[config.mk]
export PLATFORM = sky130hd
export DESIGN_NAME = discrete_gated_vco_voice
export DESIGN_NICKNAME = d
export VERILOG_FILES = /design/src/rtl/discrete_gated_vco_voice.sv
export SDC_FILE = /design/constraint.sdc
export NUM_CORES = 1
export LEC_CHECK = 0
export BUFFER_PORTS_ARGS = -buffer_cell sky130_fd_sc_hd__clkbuf_2
export CAP_MARGIN = 10
export CORE_MARGIN = 10
export CORE_UTILIZATION = 30
export CTS_BUF_LIST = sky130_fd_sc_hd__clkbuf_8
export DETAILED_ROUTE_END_ITERATION = 10
export GPL_TIMING_DRIVEN = 0
export RECOVER_POWER = 25
export SYNTH_ARGS = -nofsm -noshare
export SYNTH_HDL_FRONTEND = slang
export SYNTH_SLANG_ARGS = --single-unit
export TNS_END_PERCENT = 50
[constraint.sdc]
create_clock -name clk -period 6.9 [get_ports clk]
set_clock_uncertainty 0.2 [all_clocks]
set_input_delay 1.035 -clock clk [delete_from_list [all_inputs] [get_ports clk]]
set_output_delay 1.035 -clock clk [all_outputs]
set_load 0.05 [all_outputs]
[src/rtl/discrete_gated_vco_voice.sv]
// Discrete-style gated VCO voice: slew-limited envelope FSM, square LFO and
// filtered control voltage drive a square VCO that gates the envelope, then
// a one-pole HP, one-pole LP and asymmetric gain stage produce the sample.
// Every register advances only on audio_clk_en; each stage consumes the
// previous-sample value of its inputs.
module discrete_gated_vco_voice #(
  parameter int CLOCK_RATE      = 1000000,
  parameter int SAMPLE_RATE     = 48000,
  parameter int TRIG_ACTIVE_LOW = 1,
  parameter int ONE_SHOT        = 0,
  parameter int ENV_MAX         = 6826,
  parameter int SLEW_STEP       = 20,
  parameter int HOLD_SAMPLES    = 100,
  parameter int LFO_HALF_PERIOD = 1200,
  parameter int LFO_AMP         = 2000,
  parameter int CTRL_LP_SHIFT   = 4,
  parameter int VCO_BASE_INC    = 400,
  parameter int VCO_DEPTH       = 16,
  parameter int HP_SHIFT        = 6,
  parameter int LP_SHIFT        = 2,
  parameter int POS_GAIN        = 6,
  parameter int NEG_GAIN        = 3
) (
  input  logic               clk,
  input  logic               I_RSTn,
  input  logic               audio_clk_en,
  input  logic               trigger,
  output logic signed [15:0] out,
  output logic               busy
);

  // The sample strobe cannot run faster than the clock it is derived from.
  if (SAMPLE_RATE <= 0 || SAMPLE_RATE > CLOCK_RATE) begin : g_bad_rate
    $error("SAMPLE_RATE must be in 1..CLOCK_RATE");
  end

  localparam logic [1:0] S_IDLE    = 2'd0;
  localparam logic [1:0] S_ATTACK  = 2'd1;
  localparam logic [1:0] S_SUSTAIN = 2'd2;
  localparam logic [1:0] S_RELEASE = 2'd3;

  localparam logic        OS        = (ONE_SHOT != 0);
  localparam logic        TAL       = (TRIG_ACTIVE_LOW != 0);
  localparam logic [15:0] ENV_MAX_W = 16'(ENV_MAX);
  localparam logic [16:0] STEP_W    = 17'(SLEW_STEP);
  localparam logic [15:0] HOLD_W    = 16'(HOLD_SAMPLES);
  localparam logic [15:0] LFO_LAST  = 16'(LFO_HALF_PERIOD - 1);
  localparam logic signed [17:0] LFO_POS = 18'(LFO_AMP);
  localparam logic signed [17:0] LFO_NEG = 18'(-LFO_AMP);
  localparam logic signed [23:0] G_POS   = 24'(POS_GAIN);
  localparam logic signed [23:0] G_NEG   = 24'(NEG_GAIN);

  logic [1:0]  state, state_n;
  logic [15:0] env, env_n, env_up, env_dn;
  logic [15:0] hold_cnt, hold_n;
  logic [16:0] up_sum;
  logic        trig, trig_q, rise, start;

  logic [15:0]        lfo_cnt, phase, inc;
  logic               lfo_neg;
  logic signed [17:0] lfo, env_s, ctrl, ctrl_f;
  logic signed [18:0] ctrl_d;
  logic signed [31:0] inc_raw;

  logic signed [17:0] g, hp_lp, hp, lp;
  logic signed [18:0] hp_d, lp_d;
  logic signed [23:0] prod, scaled;
  logic signed [15:0] out_n;

  assign trig  = trigger ^ TAL;
  assign rise  = trig & ~trig_q;
  assign start = OS ? rise : trig;
  assign busy  = (state != S_IDLE);

  assign up_sum = {1'b0, env} + STEP_W;
  assign env_up = (up_sum >= {1'b0, ENV_MAX_W}) ? ENV_MAX_W : up_sum[15:0];
  assign env_dn = ({1'b0, env} > STEP_W) ? (env - STEP_W[15:0]) : 16'd0;

  // Envelope FSM next-state; a state entered this sample applies its own step
  // immediately, except the one-shot hold exit which only changes state.
  always_comb begin
    state_n = state;
    env_n   = env;
    hold_n  = hold_cnt;
    case (state)
      S_IDLE: begin
        env_n = '0;
        if (start) begin
          state_n = S_ATTACK;
          env_n   = env_up;
        end
      end
      S_ATTACK: begin
        if (!OS && !trig) begin
          state_n = S_RELEASE;
          env_n   = env_dn;
        end else begin
          env_n = env_up;
        end
      end
      S_SUSTAIN: begin
        if (OS) begin
          if (hold_cnt >= HOLD_W) state_n = S_RELEASE;
          else                    hold_n  = hold_cnt + 16'd1;
        end else if (!trig) begin
          state_n = S_RELEASE;
          env_n   = env_dn;
        end
      end
      S_RELEASE: begin
        if (start) begin
          state_n = S_ATTACK;
          env_n   = env_up;
        end else begin
          env_n = env_dn;
        end
      end
      default: begin
        state_n = S_IDLE;
        env_n   = '0;
      end
    endcase
    // Landing on a rail finishes the ramp in the same sample.
    if (state_n == S_ATTACK && env_n == ENV_MAX_W) begin
      state_n = S_SUSTAIN;
      hold_n  = '0;
    end
    if (state_n == S_RELEASE && env_n == 16'd0) state_n = S_IDLE;
  end

  // Envelope state, hold counter and trigger history.
  always_ff @(posedge clk or negedge I_RSTn) begin
    if (!I_RSTn) begin
      state    <= S_IDLE;
      env      <= '0;
      hold_cnt <= '0;
      trig_q   <= 1'b0;
    end else if (audio_clk_en) begin
      state    <= state_n;
      env      <= env_n;
      hold_cnt <= hold_n;
      trig_q   <= trig;
    end
  end

  assign lfo     = lfo_neg ? LFO_NEG : LFO_POS;
  assign env_s   = signed'({2'b00, env});
  assign ctrl    = (env_s >>> 1) + lfo;
  assign ctrl_d  = ctrl - ctrl_f;
  assign inc_raw = 32'(VCO_BASE_INC) + ((32'(ctrl_f) * 32'(VCO_DEPTH)) >>> 8);
  assign inc     = (inc_raw < 32'sd1)     ? 16'd1 :
                   (inc_raw > 32'sd32767) ? 16'd32767 : inc_raw[15:0];

  // Free-running LFO, control low-pass and VCO phase accumulator.
  always_ff @(posedge clk or negedge I_RSTn) begin
    if (!I_RSTn) begin
      lfo_cnt <= '0;
      lfo_neg <= 1'b0;
      ctrl_f  <= '0;
      phase   <= '0;
    end else if (audio_clk_en) begin
      if (lfo_cnt >= LFO_LAST) begin
        lfo_cnt <= '0;
        lfo_neg <= ~lfo_neg;
      end else begin
        lfo_cnt <= lfo_cnt + 16'd1;
      end
      ctrl_f <= ctrl_f + 18'(ctrl_d >>> CTRL_LP_SHIFT);
      phase  <= phase + inc;
    end
  end

  assign hp_d = g - hp_lp;
  assign lp_d = hp - lp;

  // Asymmetric gain with saturation to the 16-bit output range.
  always_comb begin
    prod   = (lp > 18'sd0) ? (24'(lp) * G_POS) : (24'(lp) * G_NEG);
    scaled = prod >>> 2;
    if (scaled > 24'sd32767)       out_n = 16'sh7fff;
    else if (scaled < -24'sd32768) out_n = 16'sh8000;
    else                           out_n = scaled[15:0];
  end

  // Audio chain: gate -> high-pass -> low-pass -> output, one sample per stage.
  always_ff @(posedge clk or negedge I_RSTn) begin
    if (!I_RSTn) begin
      g     <= '0;
      hp_lp <= '0;
      hp    <= '0;
      lp    <= '0;
      out   <= '0;
    end else if (audio_clk_en) begin
      g     <= phase[15] ? env_s : 18'sd0;
      hp_lp <= hp_lp + 18'(hp_d >>> HP_SHIFT);
      hp    <= 18'(hp_d);
      lp    <= lp + 18'(lp_d >>> LP_SHIFT);
      out   <= out_n;
    end
  end

endmodule

==> out/summary.md, run 1 <==
The worst setup path is captured at a register. Counting along the longest clock path gives a buffer depth of 2. At the worst endpoint, the required time is 7090 ps. For the pin with the worst max-slew slack, the measured transition is 4140 ps.

Measured against the total synthesized area, the mux share comes to 4.25%. The first global-routing pass estimated 65000 um of wire. After technology mapping, the gate count stands at 1690.

Before antenna repair, the detailed router went through 5 iterations. The via-per-instance ratio is 5.29. Xor and xnor area share after synthesis: 8.00%.

The arrival time at the worst endpoint came out at 6490 ps. Latest clock arrival within the worst-skew pair: 500 ps. In the final design database the tool counted 1923 nets.

The number of violations of the max-capacitance limit was 1. The largest net degree at the start of global routing was 85. The time the final worst path needs with I/O delays and setup is 6300 ps. The tools report the number of top-level pins as 21. The die is 238 um tall. For this run, design rule violations remaining after detail routing come to 0. The critical-path maximum fanout is 11. The average instance in the mapped netlist occupies 8.42 sq um. The synthesized netlist devotes 17.0% of its cell area to adder and majority cells. After layout, the worst path uses 91.3% of the clock period.

The region available for standard cell placement spans 0.0468 sq mm. The max-slew violation count was 72. The number of enable flip-flop cells after synthesis is 0.

The checks that failed: capacitance limit, slew limit. The routed wire length is 39600 um. TritonCTS built the clock tree.

For this configuration, the core starts out at a cell density of 30.4%. The tools report the H-tree level count as 4. The detail route stage leaves a number of antenna-violating nets equal to 0. Counting flops with an async set or reset pin after synthesis yields a share of 100%. The dominant combinational cell family by area after synthesis was compound AO/OA/AOI/OAI gates. The number of rows in the core area is 79, and the CTS clock-pin slew for the worst setup and hold paths is 90 ps. The compound-gate portion of the synthesized area was 20.6%. The flow ran to the end, but the final reports show violations.

Static timing analysis puts the maximum clock frequency at 0.159 GHz. In this run the register-to-register setup slack is 600 ps. The logs give 12500 for the number of global-route vias before repair and 0 for the leftover overflow at the end of global routing. The quantity of I/O buffers inserted on ports was 19.

The logs give 81 for the number of library cell types mapped by synthesis and 0 for the total count of hold-check failures in the final report. The headroom to the max-slew limit is -176%. CTS placed an instance of clkbuf_8 at the clock tree root. Measured along the x axis, the die boundary spans 238 um. Detailed placement ended at an HPWL of 30200 um. The post-synthesis register bit count was 155; the clock sink total was 155. The area growth from synthesis to layout is 9.38%. The run gives 0.0566 sq mm as the die footprint. Dividing the detail-routed wire length by the instance count gives 16.8 um.

The post-synthesis share of cell area spent on and, or, nand and nor gates was 17.6%. By startpoint and endpoint, the worst setup path is classified as register to register. Leading register cell type out of synthesis: dfrtp_1. The setup TNS after final layout came out at 0 ps. Number of nets in the synthesized netlist: 1883. The violation count after the first detailed-route iteration is 714, and the yosys synthesis warning count is 0. The netlist area before placement is 0.0142 sq mm, and the share of cells above drive strength 1 is 6.88%. The logs give 0 for the count of endpoints failing setup in the final report and 0.923 for the global placement routability congestion. For this run, the total global-route usage over all layers was measured as 14.0%.

The worst hold path belongs to the class register to register. The logs give 12400 for the via count and 17 for the number of buffers created by CTS. The share of the Yosys chip area taken by registers is 27.2%.

STA classifies the critical path startpoint as a register. The number of antenna violations at the first check in global routing was 1. Setup repair after global routing left no endpoint under its margin.
cells in the mapped netlist (6+ instances only):
library cell / number / area, sq um
ha_1: 182 / 2280
dfrtp_1: 155 / 3880
o21ai_0: 143 / 716
inv_1: 139 / 522
nor2_1: 133 / 499
nand2_1: 112 / 420
xnor2_1: 96 / 841
a21oi_1: 90 / 450
nand3_1: 64 / 320
clkbuf_1: 46 / 173
nor3_1: 46 / 230
xor2_1: 34 / 298
a21o_1: 31 / 233
mux2i_1: 29 / 290
mux2_2: 28 / 315
a211oi_1: 20 / 150
nand2b_1: 20 / 125
nor2b_1: 19 / 119
and3_1: 18 / 113
o31ai_1: 18 / 135
and2_1: 17 / 106
or3_1: 17 / 106
or2_2: 16 / 100
o221ai_1: 15 / 131
a31oi_1: 14 / 87.6
o21bai_1: 14 / 105
o21a_1: 13 / 97.6
nor4_1: 11 / 68.8
nand4_1: 9 / 56.3
o211ai_1: 9 / 67.6
a21boi_0: 8 / 60.1
fa_1: 7 / 140
o22ai_1: 7 / 43.8
o41ai_1: 6 / 52.6
or4_1: 6 / 45.0
cell type report:
cell class | instances | area, sq um
antenna | 1 | 2.50
buffer | 57 | 239
timing repair buffer | 21 | 126
fill | 4848 | 31200
inverter | 139 | 522
clock buffer | 20 | 275
multi-input combinational | 1339 | 9600
sequential | 155 | 3880
clock inverter | 12 | 170
tap | 607 | 759
worst paths after layout:
check                              to    start  cells past startpoint
setup reg to reg           ctrl_f[17]  lfo_neg                     23
hold reg to reg               out[15]  out[15]                      1
hold / removal                out[15]  out[15]                      1
setup / recovery           ctrl_f[17]  lfo_neg                     23
max in group asynchronous   phase[11]   I_RSTn                      1
min in group asynchronous      out[1]   I_RSTn                      1
worst max-delay path, stage by stage (launching register included):
cell and delay [ps]:
dfrtp_1 540, inv_1 290, fa_1 470, nor2b_1 110, o21ai_0 100, a21boi_0 270, o21ai_0 140, a21boi_0 270
nor2_1 100, ha_1 310, nand3_1 80, o31ai_1 550, nor2_1 150, ha_1 260, or3_1 320, a2111oi_1 590
o31ai_1 250, o21ai_0 330, o211a_1 230, o21bai_1 80, a21oi_1 170, xnor2_1 130, nand2_1 80, xnor2_1 160
layout by cell type (no fill, tap or decap), types with 11 or more instances in the layout:
cell type	n
a21o_1	31
inv_1	141
and2_1	17
a211oi_1	20
mux2i_1	29
o21ai_0	143
nor2_1	133
a31oi_1	14
ha_1	182
and3_1	18
clkbuf_2	19
nand2_1	112
a21oi_1	90
nor2b_1	19
nand2b_1	20
dfrtp_1	155
clkbuf_1	47
mux2_2	28
or3_1	17
or2_2	16
nor3_1	46
nor4_1	11
clkbuf_8	20
o31ai_1	18
xnor2_1	96
o21a_1	13
o221ai_1	15
o21bai_1	14
nand3_1	64
xor2_1	34
kinds of logic (layout without fill, tap and decap cells):
group / count (synthesis) / in the layout
AND/OR/NAND/NOR: 509 / 509
flip-flops: 155 / 155
adder cells (fa/ha/maj): 189 / 189
other: 0 / 1
AO/OA/AOI/OAI: 454 / 454
XOR/XNOR: 130 / 130
buffers and inverters: 196 / 249
multiplexers: 57 / 57
through the flow:
step,instances,worst slack [ps],hold WS [ps],instance area (sq um),util [%]
detailed placement,2317,534,281,15100,32.4
finish,2351,601,291,15600,33.3
global placement,2316,646,271,15100,32.3
floorplan,1690,1720,253,14200,-
CTS,2349,503,300,15600,33.3
global route,2350,16.7,330,15600,33.3
sequential cells by signal, indices dropped and copies added, names as in the netlist:
signal / cells
state: 2
g: 16
env: 16
ctrl_f: 18
lp: 18
lfo_cnt: 16
hp: 18
out: 16
lfo_neg: 1
hp_lp: 18
phase: 16
layer usage:
metal	GRT usage [%]	part of all wire, %
met5	0	0
met4	3.26	1.5
met3	2.29	4.2
met2	23.9	47
met1	18.2	47
timing repair:
item,in CTS,in global routing
buffers inserted,0,0
hold buffers,0,0
resized for setup,0,1
setup endpoints to repair,0,1
endpoints found under the hold margin,0,0
Power of run 1 is left out: the tool's default activity adds up to more than one toggle a clock period on the data nets, which glitch-free logic cannot reach.
==> run 2: changes to the inputs <==
==> constraint.sdc (replaced) <==
create_clock -name clk -period 6.65 [get_ports clk]
set_clock_uncertainty 0.2 [all_clocks]
set_input_delay 0.9975 -clock clk [delete_from_list [all_inputs] [get_ports clk]]
set_output_delay 0.9975 -clock clk [all_outputs]
set_load 0.05 [all_outputs]
==> run 2 against run 1 <==
The run still ends with capacitance limit, slew limit left. Sequential cell count unchanged. Critical path depth increased by 2. Register-to-register slack improved by 80 ps. Sequential share of layout area about the same. Worst hold slack hardly changed. Utilization is essentially flat. Count of clock-buffer cells in the layout unchanged. First-iteration DRC count shrank 2.4%. Wire length decreased by 0.22%. Cell count unchanged. Via count shrank 0.14%. Critical endpoint unchanged. Largest cell class unchanged.
==> out/summary.md, run 2 (same netlist as run 1, synthesis figures left out) <==
The timing-limited maximum frequency was 0.168 GHz (+5.6%); the die span in x was 238 um (unchanged). The number of violations of the max-capacitance limit came out at 1 (unchanged). The category of the critical setup timing path is register to register. The violation count after the first detailed-route iteration came out at 697 (-2.4%). The number of buffers and inverters on the critical path is 1 (unchanged).

The overall routing resource usage is 14.0% (unchanged), and the post-detailed-route wirelength per cell is 16.8 um (-0.22%). The max-slew violation count was 72 (unchanged); the die boundary height was 238 um (unchanged). The die footprint is 0.0566 sq mm (unchanged).

The post-route clock period utilization works out to 89.7% (-1.6 points). For the number of buffers inserted for hold repair after clock tree synthesis, the log shows 0 (unchanged). The kind of end point of the critical path is a register.

The share of cells above drive strength 1 is 7.00% (+0.11 points). The logs give 1923 (unchanged) for the net total in the final layout and 85 (unchanged) for the largest net degree at the start of global routing. The via-per-instance ratio was 5.29 (-0.14%).

The critical-path maximum fanout works out to 11 (unchanged). Number of filler instances in the final layout: 4851 (+0.062%). Transition time of the tightest slew-check pin: 4120 ps (-13.9 ps). Setup repair after global routing left no endpoint under its margin. The final reports fail on capacitance limit, slew limit. The number of iterations in the first detailed-routing pass was 5 (unchanged). The CTS clock-pin slew for the worst setup and hold paths came out at 90 ps (about the same). Most used cell along the critical path: o21ai_0. The leftover overflow at the end of global routing was 0 (unchanged). Launching element type of the critical path: a register. The time the final worst path needs with I/O delays and setup was 5970 ps (-333 ps); the number of rows in the core area was 79 (unchanged). Layout overhead on the synthesized area: 9.45% (about the same).

The number of global-route vias before repair was 12500 (unchanged); the total count of hold-check failures in the final report was 0 (unchanged). The post-detailed-placement half-perimeter wirelength came out at 30200 um (unchanged). CTS placed an instance of clkbuf_8 at the clock tree root.

The tools report the number of antenna violations at the first check in global routing as 1 (unchanged). In the layout the commonest cells are 182 x ha_1, 155 x dfrtp_1, 143 x o21ai_0, 141 x inv_1, 133 x nor2_1. Among cell families on the critical path, the largest total delay comes from compound AO/OA/AOI/OAI gates. The maximum root-to-sink buffer count was 2 (unchanged).

The tools report the setup TNS after final layout as 0 ps (unchanged). TritonCTS built the clock tree. The critical path data required time was 6840 ps (-250 ps); the latest clock arrival within the worst-skew pair was 500 ps (about the same). The headroom to the max-slew limit was -175% (+0.92 points).

The H-tree level count is 4 (unchanged), and the total DRC errors in the routed layout is 0 (unchanged). The logs give 30.4% (unchanged) for the initial core utilization and 155 (unchanged) for the clock sink total. The logs give 65000 um (unchanged) for the wire length of the first global-routing pass and 39500 um (-0.22%) for the routed wire length.

The quantity of I/O buffers inserted on ports was 19 (unchanged); the global placement routability congestion was 0.923 (unchanged). The arrival time at the worst endpoint came out at 6160 ps (-330 ps). The slowest stage of the critical path is the dfrtp_1 cell. The number of buffers created by CTS came out at 17 (unchanged). Via count: 12400 (-0.14%).

The run gives 0.0468 sq mm (unchanged) as the floorplan core area. The library cell used most frequently in the layout, excluding fill and tap cells, is ha_1. The count of endpoints failing setup in the final report was 0 (unchanged). The run finished, with violations left. The number of top-level pins came out at 21 (unchanged). In this run the worst hold path is classified as register to register. The largest stage delay on the critical path is 540 ps (-50 ps). Remaining number of nets flagged by the antenna check after routing: 0 (unchanged).
==> run 2: cell count changes in the layout (fill, tap and decap cells not counted) <==
cell and delta:
a2111oi_1 -1, a2111oi_2 +1, o31ai_1 -1, o31ai_2 +1
==> run 2: stage by stage <==
step | std cells | util, % | hold slack [ps] | area (sq um) | setup slack [ps]
6_report | 2351 | 33.3 | 291 | 15600 | 684
5_1_grt | 2350 | 33.3 | 330 | 15600 | 57.1
4_1_cts | 2349 | 33.3 | 300 | 15600 | 253
3_5_place_dp | 2317 | 32.4 | 281 | 15100 | 284
3_3_place_gp | 2316 | 32.3 | 271 | 15100 | 396
2_1_floorplan | 1690 | - | 253 | 14200 | 1470
==> run 2: worst paths after layout <==
kind / cells past startpoint / slack (ps) / end / start
hold / removal: 1 / 290 / out[15] / out[15]
setup / recovery: 25 / 680 / ctrl_f[17] / lfo_neg
hold reg to reg: 1 / 290 / out[15] / out[15]
min in group asynchronous: 1 / 1720 / out[1] / I_RSTn
setup reg to reg: 25 / 680 / ctrl_f[17] / lfo_neg
max in group asynchronous: 1 / 2200 / phase[11] / I_RSTn
==> run 2: final cells by class <==
type / count / area [sq um] / area share (%)
clock buffers: 20 / 275 / 1.77
repair buffers: 21 / 126 / 0.811
well taps: 607 / 759 / 4.87
flip-flops and latches: 155 / 3880 / 24.9
clock inverters: 12 / 170 / 1.09
inverters: 139 / 522 / 3.35
plain buffers: 57 / 239 / 1.53
multi-input cells: 1339 / 9610 / 61.7
diodes: 1 / 2.50 / 0.0161
==> run 2: layer usage <==
layer	part of all wire (%)	track usage (%)	wire (um)	vias up
met5	0	0	0	-
met4	1.5	3.26	597	0
met3	3.7	2.29	1480	55
met2	47	23.9	18500	211
met1	48	18.2	18900	5992
li1	-	-	-	6169
==> run 2: timing repair <==
item / in CTS / in global routing
endpoints found under the setup margin: 0 / 3
resized for setup: 0 / 3
buffers inserted: 0 / 0
==> run 2: worst reg2reg max path, cell delays in order, from the launching register on <==
cell and delay, ps:
dfrtp_1 540, inv_1 290, ha_1 400, nor2b_1 140, o21ai_0 210, a21boi_0 160
o21ai_0 220, a21boi_0 160, o21ai_0 220, a21boi_0 150, o21ai_0 240, nand2_1 120
xnor2_1 140, ha_1 330, and3_1 200, o211a_1 120, o31a_1 320, o22ai_1 370
ha_1 350, nand3_1 150, o211a_1 220, o21bai_1 80, a21oi_1 170, xnor2_1 130
nand2_1 80, xnor2_1 160
Power of run 2 is left out for the same reason.
